===== src/rtl/io_port_bank_pkg.sv =====
// Shared definitions for the IO port bank: address-map offsets, STATUS bit
// positions and the address-decode result type.
package io_pkg;

    typedef enum logic [2:0] {
        SEL_NONE,
        SEL_OUT,
        SEL_IN,
        SEL_STATUS,
        SEL_TIMER
    } sel_e;

    function automatic int ofs_status(input int n_out, input int n_in);
        return n_out + n_in;
    endfunction

    function automatic int ofs_timer(input int n_out, input int n_in);
        return n_out + n_in + 1;
    endfunction

    function automatic int status_timer_wrap(input int data_width);
        return data_width - 1;
    endfunction

endpackage


===== src/rtl/io_port_bank_sync_edge.sv =====
// One input port: SYNC_STAGES-deep synchroniser chain followed by a
// change detector comparing the synced value with its previous sample.
module io_sync_edge #(
    parameter int DATA_WIDTH  = 8,
    parameter int SYNC_STAGES = 2
) (
    input  logic                  i_clk,
    input  logic                  i_reset,
    input  logic [DATA_WIDTH-1:0] i_async,
    output logic [DATA_WIDTH-1:0] o_sync,
    output logic                  o_change
);

    logic [DATA_WIDTH-1:0] chain_q [SYNC_STAGES];
    logic [DATA_WIDTH-1:0] prev_q;

    // NOTE: every stage resets to 0 together with prev_q, so an input held
    // low through reset release never produces a change pulse.
    always_ff @(posedge i_clk or posedge i_reset) begin
        if (i_reset) begin
            for (int s = 0; s < SYNC_STAGES; s++) chain_q[s] <= '0;
            prev_q <= '0;
        end else begin
            chain_q[0] <= i_async;
            for (int s = 1; s < SYNC_STAGES; s++) chain_q[s] <= chain_q[s-1];
            prev_q <= chain_q[SYNC_STAGES-1];
        end
    end

    assign o_sync   = chain_q[SYNC_STAGES-1];
    assign o_change = (o_sync != prev_q);

endmodule


===== src/rtl/io_port_bank.sv =====
// Memory-mapped bank of output registers, synchronised inputs, a read-clear
// change/wrap STATUS register and a prescaled TIMER on the shared IO bus.
module io_port_bank
    import io_pkg::*;
#(
    parameter int                  DATA_WIDTH     = 8,
    parameter int                  ADDR_WIDTH     = 8,
    parameter logic [ADDR_WIDTH-1:0] BASE_ADDR    = 8'h00,
    parameter int                  N_OUT          = 2,
    parameter int                  N_IN           = 2,
    parameter int                  SYNC_STAGES    = 2,
    parameter int                  TIMER_PRESCALE = 1000
) (
    input  logic                        i_clk,
    input  logic                        i_reset,
    input  logic [DATA_WIDTH-1:0]       i_bus,
    output logic [DATA_WIDTH-1:0]       o_bus,
    output logic                        o_busNOE,
    input  logic                        i_ioNCE,
    input  logic [ADDR_WIDTH-1:0]       i_ioAddress,
    input  logic                        i_ioNOE,
    input  logic                        i_ioNWE,
    input  logic [N_IN*DATA_WIDTH-1:0]  i_inputs,
    output logic [N_OUT*DATA_WIDTH-1:0] o_outputs
);

    localparam int OFS_STATUS        = ofs_status(N_OUT, N_IN);
    localparam int OFS_TIMER         = ofs_timer(N_OUT, N_IN);
    localparam int STATUS_TIMER_WRAP = status_timer_wrap(DATA_WIDTH);
    localparam int PW                = (TIMER_PRESCALE > 1) ? $clog2(TIMER_PRESCALE) : 1;
    localparam logic [PW-1:0] PRESC_LAST = PW'(TIMER_PRESCALE - 1);

    logic [ADDR_WIDTH-1:0] ofs;
    sel_e                  sel_kind;
    logic                  sel, wr_en, rd_en;

    assign ofs = i_ioAddress - BASE_ADDR;

    // The explicit lower-bound test keeps addresses below BASE_ADDR from
    // aliasing into the window through the wrapped subtraction.
    always_comb begin
        sel_kind = SEL_NONE;
        if (!i_ioNCE && (i_ioAddress >= BASE_ADDR)) begin
            if (ofs < ADDR_WIDTH'(N_OUT))                sel_kind = SEL_OUT;
            else if (ofs < ADDR_WIDTH'(OFS_STATUS))      sel_kind = SEL_IN;
            else if (ofs == ADDR_WIDTH'(OFS_STATUS))     sel_kind = SEL_STATUS;
            else if (ofs == ADDR_WIDTH'(OFS_TIMER))      sel_kind = SEL_TIMER;
        end
    end

    assign sel   = (sel_kind != SEL_NONE);
    assign wr_en = sel && !i_ioNWE;
    assign rd_en = sel && !i_ioNOE && i_ioNWE;

    logic [DATA_WIDTH-1:0] in_sync [N_IN];
    logic [N_IN-1:0]       in_change;

    for (genvar k = 0; k < N_IN; k++) begin : g_in
        io_sync_edge #(
            .DATA_WIDTH  (DATA_WIDTH),
            .SYNC_STAGES (SYNC_STAGES)
        ) u_sync (
            .i_clk    (i_clk),
            .i_reset  (i_reset),
            .i_async  (i_inputs[k*DATA_WIDTH +: DATA_WIDTH]),
            .o_sync   (in_sync[k]),
            .o_change (in_change[k])
        );
    end

    logic [DATA_WIDTH-1:0] out_q [N_OUT];
    logic [DATA_WIDTH-1:0] out_d [N_OUT];

    // NOTE: each next-state signal takes its hold value first, so no path
    // through the comb block leaves it unassigned and no latch is inferred.
    always_comb begin
        for (int k = 0; k < N_OUT; k++) begin
            out_d[k] = out_q[k];
            if (wr_en && (sel_kind == SEL_OUT) && (ofs == ADDR_WIDTH'(k))) out_d[k] = i_bus;
        end
    end

    for (genvar k = 0; k < N_OUT; k++) begin : g_out
        assign o_outputs[k*DATA_WIDTH +: DATA_WIDTH] = out_q[k];
    end

    logic [PW-1:0]         presc_q, presc_d;
    logic [DATA_WIDTH-1:0] timer_q, timer_d;
    logic                  tick, wrap_evt, timer_wr;

    assign tick     = (presc_q == PRESC_LAST);
    assign timer_wr = wr_en && (sel_kind == SEL_TIMER);

    always_comb begin
        presc_d  = tick ? '0 : presc_q + 1'b1;
        timer_d  = tick ? timer_q + 1'b1 : timer_q;
        wrap_evt = tick && (timer_q == '1);
        if (timer_wr) begin
            presc_d  = '0;
            timer_d  = i_bus;
            wrap_evt = 1'b0;
        end
    end

    logic [DATA_WIDTH-1:0] status_q, status_d, status_set;
    logic                  status_clr;

    assign status_clr = rd_en && (sel_kind == SEL_STATUS);

    // Set events are OR-ed in after the clear, so a coincident event survives.
    always_comb begin
        status_set                    = '0;
        status_set[N_IN-1:0]          = in_change;
        status_set[STATUS_TIMER_WRAP] = wrap_evt;
        status_d = (status_clr ? '0 : status_q) | status_set;
    end

    // NOTE: sequential state is written only with non-blocking assignments so
    // every register samples the pre-edge value of its neighbours.
    always_ff @(posedge i_clk or posedge i_reset) begin
        if (i_reset) begin
            for (int k = 0; k < N_OUT; k++) out_q[k] <= '0;
            presc_q  <= '0;
            timer_q  <= '0;
            status_q <= '0;
        end else begin
            for (int k = 0; k < N_OUT; k++) out_q[k] <= out_d[k];
            presc_q  <= presc_d;
            timer_q  <= timer_d;
            status_q <= status_d;
        end
    end

    logic [DATA_WIDTH-1:0] rd_data;

    always_comb begin
        rd_data = '0;
        case (sel_kind)
            SEL_OUT: begin
                for (int k = 0; k < N_OUT; k++)
                    if (ofs == ADDR_WIDTH'(k)) rd_data = out_q[k];
            end
            SEL_IN: begin
                for (int k = 0; k < N_IN; k++)
                    if (ofs == ADDR_WIDTH'(N_OUT + k)) rd_data = in_sync[k];
            end
            SEL_STATUS: rd_data = status_q;
            SEL_TIMER:  rd_data = timer_q;
            default:    rd_data = '0;
        endcase
    end

    assign o_busNOE = ~rd_en;
    assign o_bus    = rd_en ? rd_data : '0;

endmodule


===== config.mk =====
export PLATFORM = sky130hd
export DESIGN_NAME = io_port_bank
export DESIGN_NICKNAME = d
export VERILOG_FILES = /design/src/rtl/io_port_bank_pkg.sv /design/src/rtl/io_port_bank_sync_edge.sv /design/src/rtl/io_port_bank.sv
export SDC_FILE = /design/constraint.sdc
export NUM_CORES = 1
export LEC_CHECK = 0
export ABC_AREA = 1
export BUFFER_PORTS_ARGS = -buffer_cell sky130_fd_sc_hd__buf_2
export CORE_ASPECT_RATIO = 1.2
export CORE_MARGIN = 2
export CORE_UTILIZATION = 53
export CTS_BUF_LIST = sky130_fd_sc_hd__clkbuf_4
export DETAILED_ROUTE_END_ITERATION = 10
export HOLD_SLACK_MARGIN = 0.03
export PLACE_DENSITY = 0.79
export SLEW_MARGIN = 0
export SYNTH_ARGS = -nofsm -noshare
export SYNTH_HDL_FRONTEND = slang
export SYNTH_SLANG_ARGS = --single-unit

===== constraint.sdc =====
create_clock -name i_clk -period 2.4 [get_ports i_clk]
set_clock_uncertainty 0.15 [all_clocks]
set_input_delay 0.12 -clock i_clk [delete_from_list [all_inputs] [get_ports i_clk]]
set_output_delay 0.12 -clock i_clk [all_outputs]
set_load 0.02 [all_outputs]

==> impl_metrics.tcl <==
set metrics [dict create \
    switchingPower_mw 0.827 \
    r2r_setup_slack_ps 260 \
    hold_class "in2reg" \
    cp_data_required_time_ps 2640 \
    dieWidth_um 80.9 \
    wl_um 8480 \
    arrival_ps 2380 \
    rsz0062_at_grt "false" \
    core_um2 6850 \
    worstPathCellList "ha_1, nand2_1, inv_1, nand3_1, xor2_1, o21ai_0, dlygate4sd3_1" \
    internal-power_mw 2.04 \
    antenna_found_initial 0 \
    ys_warn_count 0 \
    startpoint_type "flop" \
    cts_made_buffers 9 \
    route.detailed.drc 0 \
    cts_max_level 3 \
    initial_core_util_pct 54.9 \
    synthCells 415 \
    dp.final_hpwl_um 6140 \
    final_layout_size_suffix_gt1_share_pct 19.6 \
    power_frac_comb_pct 13.3 \
    vdd_ir_drop_max_mv 0.411 \
    grtUsageTotal_pct 24.2 \
    timing.final.hold_violations 0 \
    gp_congestion 0.923 \
    fmax_mhz 468 \
    setup-violations-final 0 \
    clock-root-buffer "clkbuf_4" \
    synth_flop_cell "dfrtp_1" \
    wl_per_cell_um 14.1 \
    cts-resized-gates 0 \
    avgViaCountPerCell 5.20 \
    period_share_pct 89.1 \
    drv_slew 0 \
    clkSinkCount 85 \
    fillCellCount 574 \
    path_clk_slew_ps 140 \
    power_frac_clock_pct 29.8 \
    postRouteAntennaNets 0 \
    synthTopCellsByArea "dfrtp_1 (57%), nand2_1 (10%), nand3_1 (4.8%), inv_1 (4.2%), o21ai_1 (3.3%)" \
    dr.pass1.iters 5 \
    nets 550 \
    cts_tree "built" \
    synth_seq_cells 85 \
    grt_max_degree 34 \
    insertion_delay_ps 450 \
    critical-path-top-delay-family "buffers and inverters" \
    setup_tns_ps 0 \
    drt_first_iter_violations 212 \
    cp-end-kind "flop" \
    place_ws_ps 519 \
    vias 3136 \
    p_leak_nw 2.37 \
    dieArea_um2 7790 \
    syn-num-nets 454 \
    synth.distinct_cells 33 \
    area_growth_pct 22.2 \
    num_antenna_cells 0 \
    io_pins 62 \
    port_buffers 61 \
    cap_violations 0 \
    grt-ovfl-total 0 \
    p_per_area_nw_per_um2 624 \
    tightestPinTransition_ps 668 \
    period_minus_slack_ps 2140 \
    num_rows 33 \
    synthArstFlopShare_pct 100 \
    synth_top_area_share_pct 56.5 \
    die_h_um 96.3 \
    outcome "finished, final reports clean" \
    grt_pass1_vias 3063 \
    worstPathMaxFanout 6 \
    swShare_pct 28.8 \
    synth_area_um2 3760 \
    synth_edf_count 0 \
    fin_ws_ps 261 \
    synth_seq_area_share_pct 56.5 \
    syn_avg_cell_area_um2 9.07 \
    grt_pass1_wl_um 14100 \
    p_seq_share_pct 56.9 \
    critPathSlowestCell "dlygate4sd3_1" \
    clockBufferDepth 2 \
    crit_path_max_incr_delay_ps 570 \
    max_slew_margin_pct 55.3 \
    yosysTopAreaCell "dfrtp_1" \
    critPathBufInv 2 \
    path_class "reg2reg" \
]
[per-stage QoR]
stage	instances	total power, mW	util (%)	cell area [um2]	hold WS (ps)
2_1_floorplan	415	1.89	-	3770	1.43
3_3_place_gp	559	1.98	60.9	4170	77.5
3_5_place_dp	559	2.01	60.9	4170	79.3
4_1_cts	603	2.88	67.1	4600	62.3
5_1_grt	603	3.01	67.1	4600	119
6_report	603	2.87	67.1	4600	73.6
[cell type report]
cell class	count	area, um2	area share [%]
sequential	85	2130	46.2
tap	87	109	2.37
clock inverter	7	80.1	1.74
clock buffer	9	67.6	1.47
inverter	46	179	3.89
multi-input combinational	275	1400	30.5
timing repair buffer	94	636	13.8
[what timing repair did]
action                     in CTS  in global routing
setup buffers                   0                  0
hold buffers                   28                  0
hold endpoints to repair       90                  0
setup endpoints to repair       0                  0
[final timing paths]
| check | startpoint | cells past startpoint | endpoint |
|---|---|---|---|
| max | presc_q[0]$_DFF_PP0_ | 7 | timer_q[0]$_DFFE_PP0P_ |
| min | i_ioNOE | 5 | status_q[0]$_DFF_PP0_ |
| max reg2reg | presc_q[0]$_DFF_PP0_ | 7 | timer_q[0]$_DFFE_PP0P_ |
| min reg2reg | g_in[1].u_sync.chain_q[9]$_DFF_PP0_ | 0 | g_in[1].u_sync.o_sync[1]$_DFF_PP0_ |
| max in group asynchronous | i_reset | 4 | o_outputs[9]$_DFFE_PP0P_ |
| min in group asynchronous | i_reset | 3 | g_in[0].u_sync.chain_q[13]$_DFF_PP0_ |
[routing by layer]
metal,vias up,part of all wire [%],GRT usage [%]
met1,1476,44,31.9
met5,-,0,0
li1,1530,-,-
met3,19,5.1,4.60
met2,111,48,38.6
met4,0,2.7,11.7
[power by group through the flow]
stage	registers [mW]	clock network (mW)	logic, mW
5_1_grt	1.65	0.923	0.439
6_report	1.63	0.854	0.382
4_1_cts	1.63	0.867	0.383
3_5_place_dp	1.66	0	0.348
2_1_floorplan	1.64	0	0.242
3_3_place_gp	1.65	0	0.331
[Yosys cell counts (2+ instances only)]
library cell and number:
inv_2 2, xnor2_1 9, xor2_1 12, inv_1 42, o21ai_0 10, nand4_1 11, buf_6 2, nand3_1 36
dfrtp_1 85, nor3_1 8, ha_1 2, nor3b_1 3, buf_2 6, nand2_1 105, nor4_1 2, nor2_1 27
nand2_2 4, o21ai_1 25, nor2_2 5, a21oi_1 6
[tightest hold or removal path: cells and delay by family]
family                 cells  cell delay, ps
buffers and inverters      2             100
AND/OR/NAND/NOR            2             250
AO/OA/AOI/OAI              1             150
[registers in the layout, summed over array words and instances, names as in the netlist]
name,flops
g_in.u_sync.o_sync,16
timer_q,8
g_in.u_sync.chain_q,16
presc_q,10
status_q,3
o_outputs,16
g_in.u_sync.prev_q,16
[cell usage in the layout, fill, tap and decap left out, types with 10 or more instances in the layout]
cell type,instances
buf_2,61
dfrtp_1,85
dlygate4sd3_1,28
inv_1,41
nand2_1,105
nand3_1,36
nand4_1,11
nor2_1,27
o21ai_0,10
o21ai_1,25
xor2_1,12
[cell families after synthesis]
kind of cell	after synthesis	share of synthesized area [%]
compound gates	45	6.25
fa+ha+maj	2	0.665
xor+xnor	21	4.89
buf+inv	55	6.25
simple gates	207	25.4
flops	85	56.5
(Power assumes the default switching activity.)
